## src/rtl/vga_pkg.sv

```systemverilog
// vga_pkg: 640x480@60 VGA timing defaults and colour width shared by VGA demos.
package vga_pkg;
    localparam int VGA_H_DISP  = 640;
    localparam int VGA_H_FP    = 16;
    localparam int VGA_H_SYNC  = 96;
    localparam int VGA_H_BP    = 48;
    localparam int VGA_V_DISP  = 480;
    localparam int VGA_V_FP    = 10;
    localparam int VGA_V_SYNC  = 2;
    localparam int VGA_V_BP    = 33;
    localparam int VGA_H_TOTAL = VGA_H_DISP + VGA_H_FP + VGA_H_SYNC + VGA_H_BP;
    localparam int VGA_V_TOTAL = VGA_V_DISP + VGA_V_FP + VGA_V_SYNC + VGA_V_BP;
    localparam int RGB_W       = 12;
endpackage

```

## src/rtl/vga_timing.sv

```systemverilog
// vga_timing: raster counters and unregistered sync/enable/tick strobes.
module vga_timing import vga_pkg::*; #(
    parameter int H_DISP   = VGA_H_DISP,
    parameter int H_FP     = VGA_H_FP,
    parameter int H_SYNC   = VGA_H_SYNC,
    parameter int H_BP     = VGA_H_BP,
    parameter int V_DISP   = VGA_V_DISP,
    parameter int V_FP     = VGA_V_FP,
    parameter int V_SYNC   = VGA_V_SYNC,
    parameter int V_BP     = VGA_V_BP,
    parameter int POS_BITS = 10
) (
    input  logic                clk,
    input  logic                rst_n,
    output logic [POS_BITS-1:0] h_cnt,
    output logic [POS_BITS-1:0] v_cnt,
    output logic                hs_raw,
    output logic                vs_raw,
    output logic                de_raw,
    output logic                frame_tick_raw,
    output logic                frame_end_raw
);
    localparam logic [POS_BITS-1:0] H_END = POS_BITS'(H_DISP + H_FP + H_SYNC + H_BP - 1);
    localparam logic [POS_BITS-1:0] V_END = POS_BITS'(V_DISP + V_FP + V_SYNC + V_BP - 1);
    localparam logic [POS_BITS-1:0] H_VIS = POS_BITS'(H_DISP);
    localparam logic [POS_BITS-1:0] V_VIS = POS_BITS'(V_DISP);
    localparam logic [POS_BITS-1:0] H_SS  = POS_BITS'(H_DISP + H_FP);
    localparam logic [POS_BITS-1:0] H_SE  = POS_BITS'(H_DISP + H_FP + H_SYNC);
    localparam logic [POS_BITS-1:0] V_SS  = POS_BITS'(V_DISP + V_FP);
    localparam logic [POS_BITS-1:0] V_SE  = POS_BITS'(V_DISP + V_FP + V_SYNC);

    always_ff @(posedge clk or negedge rst_n)
        if (!rst_n) begin
            h_cnt <= '0;
            v_cnt <= '0;
        end else begin
            h_cnt <= (h_cnt == H_END) ? '0 : h_cnt + 1'b1;
            if (h_cnt == H_END)
                v_cnt <= (v_cnt == V_END) ? '0 : v_cnt + 1'b1;
        end

    assign de_raw         = (h_cnt < H_VIS) && (v_cnt < V_VIS);
    assign hs_raw         = !((h_cnt >= H_SS) && (h_cnt < H_SE));
    assign vs_raw         = !((v_cnt >= V_SS) && (v_cnt < V_SE));
    // first blanking line gives the ball controller a whole blanking period to update
    assign frame_tick_raw = (h_cnt == '0) && (v_cnt == V_VIS);
    assign frame_end_raw  = (h_cnt == H_END) && (v_cnt == V_END);
endmodule

```

## src/rtl/vga_ball_renderer.sv

```systemverilog
// vga_ball_renderer: draws a SIZE x SIZE ball at a per-frame latched position on a VGA raster.
module vga_ball_renderer import vga_pkg::*; #(
    parameter int               H_DISP   = VGA_H_DISP,
    parameter int               H_FP     = VGA_H_FP,
    parameter int               H_SYNC   = VGA_H_SYNC,
    parameter int               H_BP     = VGA_H_BP,
    parameter int               V_DISP   = VGA_V_DISP,
    parameter int               V_FP     = VGA_V_FP,
    parameter int               V_SYNC   = VGA_V_SYNC,
    parameter int               V_BP     = VGA_V_BP,
    parameter int               POS_BITS = 10,
    parameter int               SIZE     = 5,
    parameter logic [RGB_W-1:0] BALL_RGB = 12'hFFF,
    parameter logic [RGB_W-1:0] BG_RGB   = 12'h000
) (
    input  logic                clk,
    input  logic                rst_n,
    input  logic [POS_BITS-1:0] pos_x,
    input  logic [POS_BITS-1:0] pos_y,
    output logic                frame_tick,
    output logic                hsync,
    output logic                vsync,
    output logic                de,
    output logic [POS_BITS-1:0] pix_x,
    output logic [POS_BITS-1:0] pix_y,
    output logic [RGB_W-1:0]    rgb
);
    logic [POS_BITS-1:0] h_cnt, v_cnt, lat_x, lat_y;
    logic                hs_raw, vs_raw, de_raw, frame_tick_raw, frame_end_raw, hit;
    logic [POS_BITS:0]   hx, vy, lx, ly;

    vga_timing #(
        .H_DISP(H_DISP), .H_FP(H_FP), .H_SYNC(H_SYNC), .H_BP(H_BP),
        .V_DISP(V_DISP), .V_FP(V_FP), .V_SYNC(V_SYNC), .V_BP(V_BP),
        .POS_BITS(POS_BITS)
    ) u_timing (
        .clk(clk), .rst_n(rst_n), .h_cnt(h_cnt), .v_cnt(v_cnt),
        .hs_raw(hs_raw), .vs_raw(vs_raw), .de_raw(de_raw),
        .frame_tick_raw(frame_tick_raw), .frame_end_raw(frame_end_raw)
    );

    // one spare bit so a ball at the right/bottom edge clips instead of wrapping to 0
    assign hx  = {1'b0, h_cnt};
    assign vy  = {1'b0, v_cnt};
    assign lx  = {1'b0, lat_x};
    assign ly  = {1'b0, lat_y};
    assign hit = (hx >= lx) && (hx < lx + (POS_BITS+1)'(SIZE)) &&
                 (vy >= ly) && (vy < ly + (POS_BITS+1)'(SIZE));

    always_ff @(posedge clk or negedge rst_n)
        if (!rst_n) begin
            lat_x      <= '0;
            lat_y      <= '0;
            frame_tick <= 1'b0;
            hsync      <= 1'b1;
            vsync      <= 1'b1;
            de         <= 1'b0;
            pix_x      <= '0;
            pix_y      <= '0;
            rgb        <= '0;
        end else begin
            if (frame_end_raw) begin
                lat_x <= pos_x;
                lat_y <= pos_y;
            end
            frame_tick <= frame_tick_raw;
            hsync      <= hs_raw;
            vsync      <= vs_raw;
            de         <= de_raw;
            pix_x      <= h_cnt;
            pix_y      <= v_cnt;
            rgb        <= de_raw ? (hit ? BALL_RGB : BG_RGB) : '0;
        end
endmodule

```

## config.mk

```make
export PLATFORM = sky130hd
export DESIGN_NAME = vga_ball_renderer
export DESIGN_NICKNAME = d
export VERILOG_FILES = /design/src/rtl/vga_pkg.sv /design/src/rtl/vga_timing.sv /design/src/rtl/vga_ball_renderer.sv
export SDC_FILE = /design/constraint.sdc
export NUM_CORES = 1
export LEC_CHECK = 0
export ABC_AREA = 0
export ABC_CLOCK_PERIOD_IN_PS = 5850
export CAP_MARGIN = 30
export CORE_UTILIZATION = 40
export CTS_BUF_LIST = sky130_fd_sc_hd__clkbuf_4 sky130_fd_sc_hd__clkbuf_8
export DETAILED_ROUTE_END_ITERATION = 16
export PLACE_DENSITY_LB_ADDON = 0.05
export SYNTH_ARGS = -nofsm -noshare
export SYNTH_HDL_FRONTEND = slang
export SYNTH_HIERARCHICAL = 1
export SYNTH_SLANG_ARGS = --single-unit
```

## constraint.sdc

```tcl
create_clock -name clk -period 5.85 [get_ports clk]
set_clock_uncertainty 0.05 [all_clocks]
set_input_delay 0.585 -clock clk [delete_from_list [all_inputs] [get_ports clk]]
set_output_delay 0.585 -clock clk [all_outputs]
set_load 0.005 [all_outputs]
```

## Yosys cells after proc, flatten, opt, wreduce, memory -nomap -nowiden

Index checks and enable logic that the tools add are counted.

- Word-level logic and storage cells: 43
- Memory bits (read-only): 0
- Bits in latches: 0
- Memories kept: 0
- Register bits after elaboration: 76
- Input bits: 22
- Output and inout bits: 36
- Bits in writable memories: 0

- Multiply operators: 0
- Divide/modulo/power cells: 0
- Bitwise logic cells: 0
- Shift-type cells: 0
- $add $sub $neg: 4
- Mux-type cells: 4
- $lt $le $gt $ge: 10
- Eq/ne operators: 3
- Reduce and logical (&&, ||, !) cells: 11

Operators with widths:

| cell | count |
|---|---|
| 12-bit two-way mux | 2 |
| 10-bit by 3-bit adder with 11-bit output (second input constant) | 2 |
| 10-bit by 11-bit < comparator with 1-bit output | 2 |
| 10-bit by 1-bit adder with 10-bit output (second input constant) | 2 |
| 10-bit == test (second input constant) | 2 |
| 10-bit >= comparator | 2 |
| 10-bit < comparator (second input constant) | 2 |
| 10-bit by 9-bit < comparator with 1-bit output (second input constant) | 2 |
| 10-bit two-way mux | 2 |
| 10-bit by 9-bit == test with 1-bit output (second input constant) | 1 |
| 10-bit >= comparator (second input constant) | 1 |
| 10-bit by 9-bit >= comparator with 1-bit output (second input constant) | 1 |
| 10-bit logical NOT | 1 |
| 1-bit logical AND | 8 |
| 1-bit logical NOT | 2 |

## Longest topological paths before layout

Gate-level depths: netlist of the first run.

- Depth in word-level cells: 7
- Depth in mapped cells: 10

## By module

Netlist of the first run, hierarchy kept.

By module, submodules not included:

| module | cells each | area each (µm²) | sequential area each (µm²) | times used |
|---|---|---|---|---|
| vga_ball_renderer | 255 | 2645.0 | 1128.6 | 1 |
| vga_timing | 109 | 1112.3 | 500.5 | 1 |

## Worst setup path before layout of the first run

OpenSTA, ideal clock, no wires.

- Path kind: flip-flop to flip-flop
- Start point: register u_timing.h_cnt[5]
- End point: register lat_x[8]
- Arrival: 2.073 ns
- Slack: 3.645 ns
- Clock period less this slack: 2.205 ns
- Required time: 5.717 ns
- Cell stages (with the launch flop): 8
- Library setup time: 0.083 ns
- Path through: dfrtp_1 > or4b_1 > buf_2 > or3_4 > nor2_8 > buf_1 > nand2_1 > o21ai_0

- Longest elaborated chain between the ends: 2

RTL lines:

| what | RTL line | text |
|---|---|---|
| start: declaration | vga_timing.sv:15 | `output logic [POS_BITS-1:0] h_cnt,` |
| start signal: assignment | vga_timing.sv:37 | `h_cnt <= (h_cnt == H_END) ? '0 : h_cnt + 1'b1;` |
| 10-bit == test | vga_timing.sv:47 | `assign frame_end_raw = (h_cnt == H_END) && (v_cnt == V_END);` |
| 1-bit logical AND | vga_timing.sv:47 |  |
| net frame_end_raw | vga_ball_renderer.sv:29 | `logic hs_raw, vs_raw, de_raw, frame_tick_raw, frame_end_raw, hit;` |
| end signal: assignment | vga_ball_renderer.sv:63 | `lat_x <= pos_x;` |
| end: declaration | vga_ball_renderer.sv:28 | `logic [POS_BITS-1:0] h_cnt, v_cnt, lat_x, lat_y;` |

The timed path passes the listed nets, and every way through them passes these cells.
A chain may end at the register's enable or synchronous reset.

## Worst setup path after layout of the first run

- Start point: register u_timing.h_cnt[5]
- End point: register lat_x[2]

Same word-level chain as after synthesis.

==> results.sh, run 1 <==
export IMPL_outcome="finished clean"
export IMPL_syn2layout_area_growth_pct=21.3
export IMPL_die_w_um=98.9
export IMPL_syn_area_um2=3760
export IMPL_crit_arrival_ns=2.67
export IMPL_p_seq_frac=0.511
export IMPL_hold_violations=0
export IMPL_p_int_uw=683
export IMPL_synth_seq_area_share=0.434
export IMPL_start_kind="flip-flop"
export IMPL_share_comb_of_total_power=0.025
export IMPL_synth_compound_area_share=0.122
export IMPL_num_io_pins=58
export IMPL_power_density_nw_per_um2=193
export IMPL_insertion_delay_ns=0.35
export IMPL_synth_most_common_cell="dfrtp_1"
export IMPL_grt_first_pass_wirelength_um=13800
export IMPL_routabilityCongestion=0.788
export IMPL_route_vias_total=2773
export IMPL_htreeDepth=3
export IMPL_fillers=848
export IMPL_avgViaCountPerCell=5.24
export IMPL_grt_pass1_vias=2679
export IMPL_synth_xor_area_share=0.0676
export IMPL_swShare=0.223
export IMPL_pwr_share_clk=0.464
export IMPL_firstDrtPassIters=4
export IMPL_p_sw_uw=196
export IMPL_slew_viol_final=0
export IMPL_cts_tree="built"
export IMPL_drcViolationCount=0
export IMPL_layout_drive_gt1_share=0.0813
export IMPL_cts_made_buffers=9
export IMPL_numPortBuffers=57
export IMPL_place_hpwl_um=5970
export IMPL_p_leak_nw=2.12
export IMPL_synth_ff_type="dfrtp_1"
export IMPL_drv_cap=0
export IMPL_synth_avg_cell_area_um2=10.3
export IMPL_dieArea_um2=9790
export IMPL_start_util=0.411
export IMPL_core_area_um2=9150
export IMPL_die_h_um=98.9
export IMPL_relSlewSlack=0.459
export IMPL_hold_buffers=0
export IMPL_final_instance_count_excl_fill=529
export IMPL_synthTopCellsByArea="dfrtp_1, ha_1, xnor2_1"
export IMPL_yosysUniqueCellTypes=51
export IMPL_period_share=0.430
export IMPL_min_period_ns=2.52
export IMPL_fin_tns_setup_ns=0
export IMPL_yosys_register_bits=65
export IMPL_rsz0062_at_grt="no"
export IMPL_clock_sinks=65
export IMPL_synth_common_cells="dfrtp_1, ha_1, o21ai_0, inv_1, nand2_1"
export IMPL_ir_worst_vdd_uv=135
export IMPL_synth_fp_nets=432
export IMPL_crit_path_end_kind="flip-flop"
export IMPL_postCtsSetupBuffers=0
export IMPL_crit_type="reg2reg"
export IMPL_critPathMaxFanout=44
export IMPL_yosysWarnings=6
export IMPL_async_flop_share=1.00
export IMPL_cts_resized=0
export IMPL_drtAntennaViolNets=0
export IMPL_num_rows=35
export IMPL_muxShareOfSynthArea=0
export IMPL_synth_top_family_by_area="simple AND/OR/NAND/NOR gates"
export IMPL_overflow=0
export IMPL_grtUsageTotal=0.184
export IMPL_clock_fmax_mhz=397
export IMPL_nets=481
export IMPL_synth_edf_count=0
export IMPL_cts_buffer_depth=2
export IMPL_drt_wl_total_um=8330
export IMPL_antenna_found_initial=0
export IMPL_dp_cells=513
export IMPL_synth_fa_ha_area_frac=0.153
export IMPL_drtIter0Drc=81
export IMPL_synth_simple_area_share=0.161
export IMPL_syn_inst=364
export IMPL_synth_top_area_frac=0.420
export IMPL_wl_per_cell_um=15.7
export IMPL_yosys_area_top_type="dfrtp_1"
export IMPL_finalSetupViolations=0
export IMPL_worstHoldPathType="in2async"
export IMPL_cts_root_buf="clkbuf_8"
export IMPL_antenna_cells=0
export IMPL_critPathRequiredTime_ns=6.00
export IMPL_cts_clk_slew_worst_paths_ns=0.07
export IMPL_worst_pin_slew_ns=0.812
export IMPL_grt_max_degree=66
sequential cells by signal, summed over array words and instances, names as in the netlist:
name,count
vsync,1
pix_y,10
hsync,1
lat_y,10
u_timing/h_cnt,10
rgb,1
lat_x,10
de,1
frame_tick,1
pix_x,10
u_timing/v_cnt,10
metrics by stage:
stage	cell area, um^2	hold slack (ns)	power [mW]	utilization	setup slack (ns)
final	4560	0.364	0.879	0.498	3.33
after global placement	4350	0.472	0.481	0.475	3.37
after detailed placement	4350	0.470	0.481	0.475	3.32
after global routing	4560	0.437	0.917	0.498	3.14
after floorplan	3760	0.239	0.458	-	3.64
after CTS	4560	0.395	0.895	0.498	3.31
routing by layer:
layer	wire length, um	track usage	vias up
met2	3560	0.271	60
met3	350	0.0489	8
met5	0	0	-
met1	4330	0.264	1333
li1	-	-	1372
met4	91	0.0586	0
critical path, stage by stage (launching register included):
cell and delay [ns]:
dfrtp_1 0.52, or4b_1 0.73, or3_4 0.43, nor2_8 0.46, o21ai_0 0.17
cell families (layout without fill, tap and decap cells):
| kind of cell | after synthesis | in the layout |
|---|---|---|
| simple gates | 101 | 101 |
| compound gates | 73 | 73 |
| flops | 65 | 65 |
| buf+inv | 50 | 104 |
| fa+ha+maj | 46 | 46 |
| xor+xnor | 29 | 29 |
final timing paths:
kind | slack (ns) | startpoint | cells past startpoint | end
max | 3.33 | u_timing/h_cnt[5]$_DFF_PN0_ | 4 | lat_x[2]$_DFFE_PN0P_
max reg2reg | 3.33 | u_timing/h_cnt[5]$_DFF_PN0_ | 4 | lat_x[2]$_DFFE_PN0P_
max in group asynchronous | 4.87 | rst_n | 2 | u_timing/v_cnt[8]$_DFFE_PN0N_
min reg2reg | 0.47 | u_timing/v_cnt[0]$_DFFE_PN0N_ | 0 | pix_y[0]$_DFF_PN0_
min in group clk | 0.47 | u_timing/v_cnt[0]$_DFFE_PN0N_ | 0 | pix_y[0]$_DFF_PN0_
min | 0.36 | rst_n | 2 | lat_x[5]$_DFFE_PN0P_
placed cells by master (no fill, tap or decap), types with 2 or more instances in the layout:
cell | netlist | final
a211oi_1 | 3 | 3
a21o_1 | 2 | 2
a21oi_1 | 9 | 9
a21oi_2 | 2 | 2
and2_1 | 2 | 2
and3_1 | 6 | 6
and4_1 | 6 | 6
clkbuf_8 | 0 | 11
clkdlybuf4s50_1 | 0 | 56
clkinvlp_4 | 0 | 2
dfrtp_1 | 63 | 63
dfstp_2 | 2 | 2
ha_1 | 46 | 46
inv_1 | 30 | 30
nand2_1 | 28 | 28
nand3_1 | 15 | 15
nand3b_1 | 2 | 2
nand4_1 | 4 | 4
nor2_1 | 9 | 9
nor2_2 | 3 | 3
nor2b_1 | 3 | 3
nor3_1 | 6 | 6
nor3_2 | 2 | 2
nor4_1 | 5 | 5
o2111ai_1 | 3 | 3
o211ai_1 | 6 | 6
o21a_1 | 4 | 4
o21ai_0 | 34 | 34
xnor2_1 | 24 | 24
xor2_1 | 5 | 5
power by group through the flow:
| stage | Combinational, mW | Sequential, mW | Clock, mW |
|---|---|---|---|
| 2_1_floorplan | 0.00000859 | 0.458 | 0 |
| 3_3_place_gp | 0.0234 | 0.458 | 0 |
| 3_5_place_dp | 0.0235 | 0.458 | 0 |
| 4_1_cts | 0.0236 | 0.449 | 0.423 |
| 5_1_grt | 0.0254 | 0.449 | 0.443 |
| 6_report | 0.0224 | 0.449 | 0.408 |
layout make-up:
cell class / count / area (um^2) / area share
clock buffers: 11 / 151 / 0.0332
clock inverters: 5 / 62.6 / 0.0137
inverters: 30 / 113 / 0.0247
multi-input cells: 249 / 1890 / 0.415
flip-flops and latches: 65 / 1630 / 0.357
well taps: 111 / 139 / 0.0305
repair buffers: 58 / 573 / 0.126
Power figures use the tool's default switching activity.
==> inputs of run 2 (changes only) <==
- ABC_CLOCK_PERIOD_IN_PS: 5850 -> 2300
- clock period: 5.85 -> 2.3 ns (I/O delays scaled with it)
==> results.sh, run 2 (synthesized netlist as in run 1, its figures left out) <==
export IMPL_fillers=838
export IMPL_firstDrtPassIters=4
export IMPL_die_w_um=98.9
export IMPL_syn2layout_area_growth_pct=28.2
export IMPL_start_kind="flip-flop"
export IMPL_slowest_delay_ns=0.44
export IMPL_p_sw_uw=522
export IMPL_cts_made_buffers=9
export IMPL_crit_arrival_ns=2.34
export IMPL_clock_fmax_mhz=472
export IMPL_fin_util=0.526
export IMPL_slew_viol_final=0
export IMPL_dp_cells=534
export IMPL_regArea_um2=1630
export IMPL_clock_sinks=65
export IMPL_core_area_um2=9150
export IMPL_postCtsSetupBuffers=0
export IMPL_slowest_stage="dfrtp_1"
export IMPL_route_vias_total=2844
export IMPL_cts_root_buf="clkbuf_8"
export IMPL_grtUsageTotal=0.196
export IMPL_crit_path_end_kind="flip-flop"
export IMPL_critPathMaxFanout=5
export IMPL_rsz0062_at_grt="no"
export IMPL_final_instance_count_excl_fill=551
export IMPL_swShare=0.224
export IMPL_share_comb_of_total_power=0.027
export IMPL_pwr_share_clk=0.483
export IMPL_drt_wl_total_um=8720
export IMPL_fin_tns_setup_ns=0
export IMPL_num_rows=35
export IMPL_outcome="finished clean"
export IMPL_dpl_cell_area_um2=4550
export IMPL_design_area_um2=4820
export IMPL_layout_cells_most_common_list="dfrtp_1, clkdlybuf4s50_1, ha_1"
export IMPL_finalSetupViolations=0
export IMPL_min_period_ns=2.12
export IMPL_critPathRequiredTime_ns=2.52
export IMPL_drv_cap=0
export IMPL_htreeDepth=3
export IMPL_antenna_found_initial=0
export IMPL_antenna_cells=0
export IMPL_period_share=0.920
export IMPL_finalWorstSetupSlack_ns=0.183
export IMPL_grt_pass1_vias=2787
export IMPL_overflow=0
export IMPL_p_seq_frac=0.491
export IMPL_numPortBuffers=57
export IMPL_routabilityCongestion=0.799
export IMPL_layout_drive_gt1_share=0.139
export IMPL_drcViolationCount=0
export IMPL_preCtsSetupSlack_ns=0.0137
export IMPL_start_util=0.411
export IMPL_drtIter0Drc=95
export IMPL_power_density_nw_per_um2=483
export IMPL_ir_worst_vdd_uv=215
export IMPL_p_int_mw=1.80
export IMPL_worst_pin_slew_ns=0.555
export IMPL_p_leak_nw=2.26
export IMPL_cts_buffer_depth=2
export IMPL_die_h_um=98.9
export IMPL_grt_first_pass_wirelength_um=14500
export IMPL_layout_commonest_cell="dfrtp_1"
export IMPL_num_io_pins=58
export IMPL_cts_clk_slew_worst_paths_ns=0.08
export IMPL_relSlewSlack=0.627
export IMPL_dieArea_um2=9790
export IMPL_multiInputGateArea_um2=1920
export IMPL_cts_tree="built"
export IMPL_place_hpwl_um=6430
export IMPL_nets=503
export IMPL_avgViaCountPerCell=5.16
export IMPL_hold_violations=0
export IMPL_path_cells="ha_4 -> o2111ai_2 -> xnor2_1 -> ha_1 -> nor2b_1 -> a2111oi_2 -> a21oi_1 -> nor3_2"
export IMPL_crit_type="reg2reg"
export IMPL_wl_per_cell_um=15.8
export IMPL_insertion_delay_ns=0.36
export IMPL_worstHoldPathType="in2async"
export IMPL_drtAntennaViolNets=0
export IMPL_grt_max_degree=52
run 2: cell types whose count changed in the layout (fill, tap and decap cells not counted), moves of 2 or more:
| cell | before | now |
|---|---|---|
| buf_4 | 1 | 18 |
| clkinvlp_4 | 2 | 0 |
| clkbuf_8 | 11 | 9 |
| buf_12 | 0 | 4 |
| ha_1 | 46 | 44 |
run 2: worst paths after layout:
| check | end | cells past startpoint | slack, ns | startpoint |
|---|---|---|---|---|
| worst max-delay path | rgb[10]$_DFF_PN0_ | 8 | 0.18 | lat_x[1]$_DFFE_PN0P_ |
| worst min-delay path | de$_DFF_PN0_ | 2 | 0.27 | rst_n |
| worst max register to register | rgb[10]$_DFF_PN0_ | 8 | 0.18 | lat_x[1]$_DFFE_PN0P_ |
| worst min register to register | pix_y[0]$_DFF_PN0_ | 1 | 0.47 | u_timing/v_cnt[0]$_DFFE_PN0N_ |
| max in group asynchronous | vsync$_DFF_PN1_ | 3 | 1.27 | rst_n |
| min in group clk | lat_y[2]$_DFFE_PN0P_ | 3 | 0.38 | pos_y[2] |
run 2: power by group through the flow:
stage                     combinational (mW)  sequential [mW]  clock (mW)
final                                 0.0617             1.14        1.12
after global placement                0.0623             1.16           0
after global routing                  0.0698             1.14        1.19
after detailed placement              0.0624             1.16           0
after CTS                             0.0643             1.14        1.15
after floorplan                    0.0000201             1.16           0
run 2: through the flow:
| step | hold WS (ns) | power (mW) |
|---|---|---|
| after floorplan | -0.116 | 1.16 |
| after global placement | 0.121 | 1.23 |
| after detailed placement | 0.125 | 1.23 |
| after CTS | 0.276 | 2.36 |
| after global routing | 0.296 | 2.41 |
| final | 0.268 | 2.33 |
run 2: critical path, delay by kind of cell (launching register included):
kind                       cells  cell delay, ns
xor gates and xnor gates       1            0.16
adders and majority gates      2            0.46
DFF                            1            0.44
and+or+nand+nor                2            0.31
AOI/OAI and AO/OA              3            0.61
run 2: per-layer routing:
metal  part of all wire  vias to the layer above  track usage  routed length, um
li1                   -                     1415            -                  -
met1               0.50                     1366        0.272               4330
met2               0.45                       52        0.296               3900
met3              0.040                       11       0.0504                350
met4              0.016                        0       0.0666                140
met5                  0                        -            0                  0
run 2: area by class of cell:
cell class                 instances  share of cell area
sequential                        65               0.338
clock buffer                      10              0.0273
inverter                          30              0.0234
multi-input combinational        249               0.399
tap                              111              0.0288
clock inverter                     6              0.0190
timing repair buffer              80               0.164
run 2: what timing repair did:
item                                   CTS  global route
gates resized for setup                  1             8
endpoints found under the hold margin   14             0
hold buffers                             1             0
setup endpoints to repair                1             1
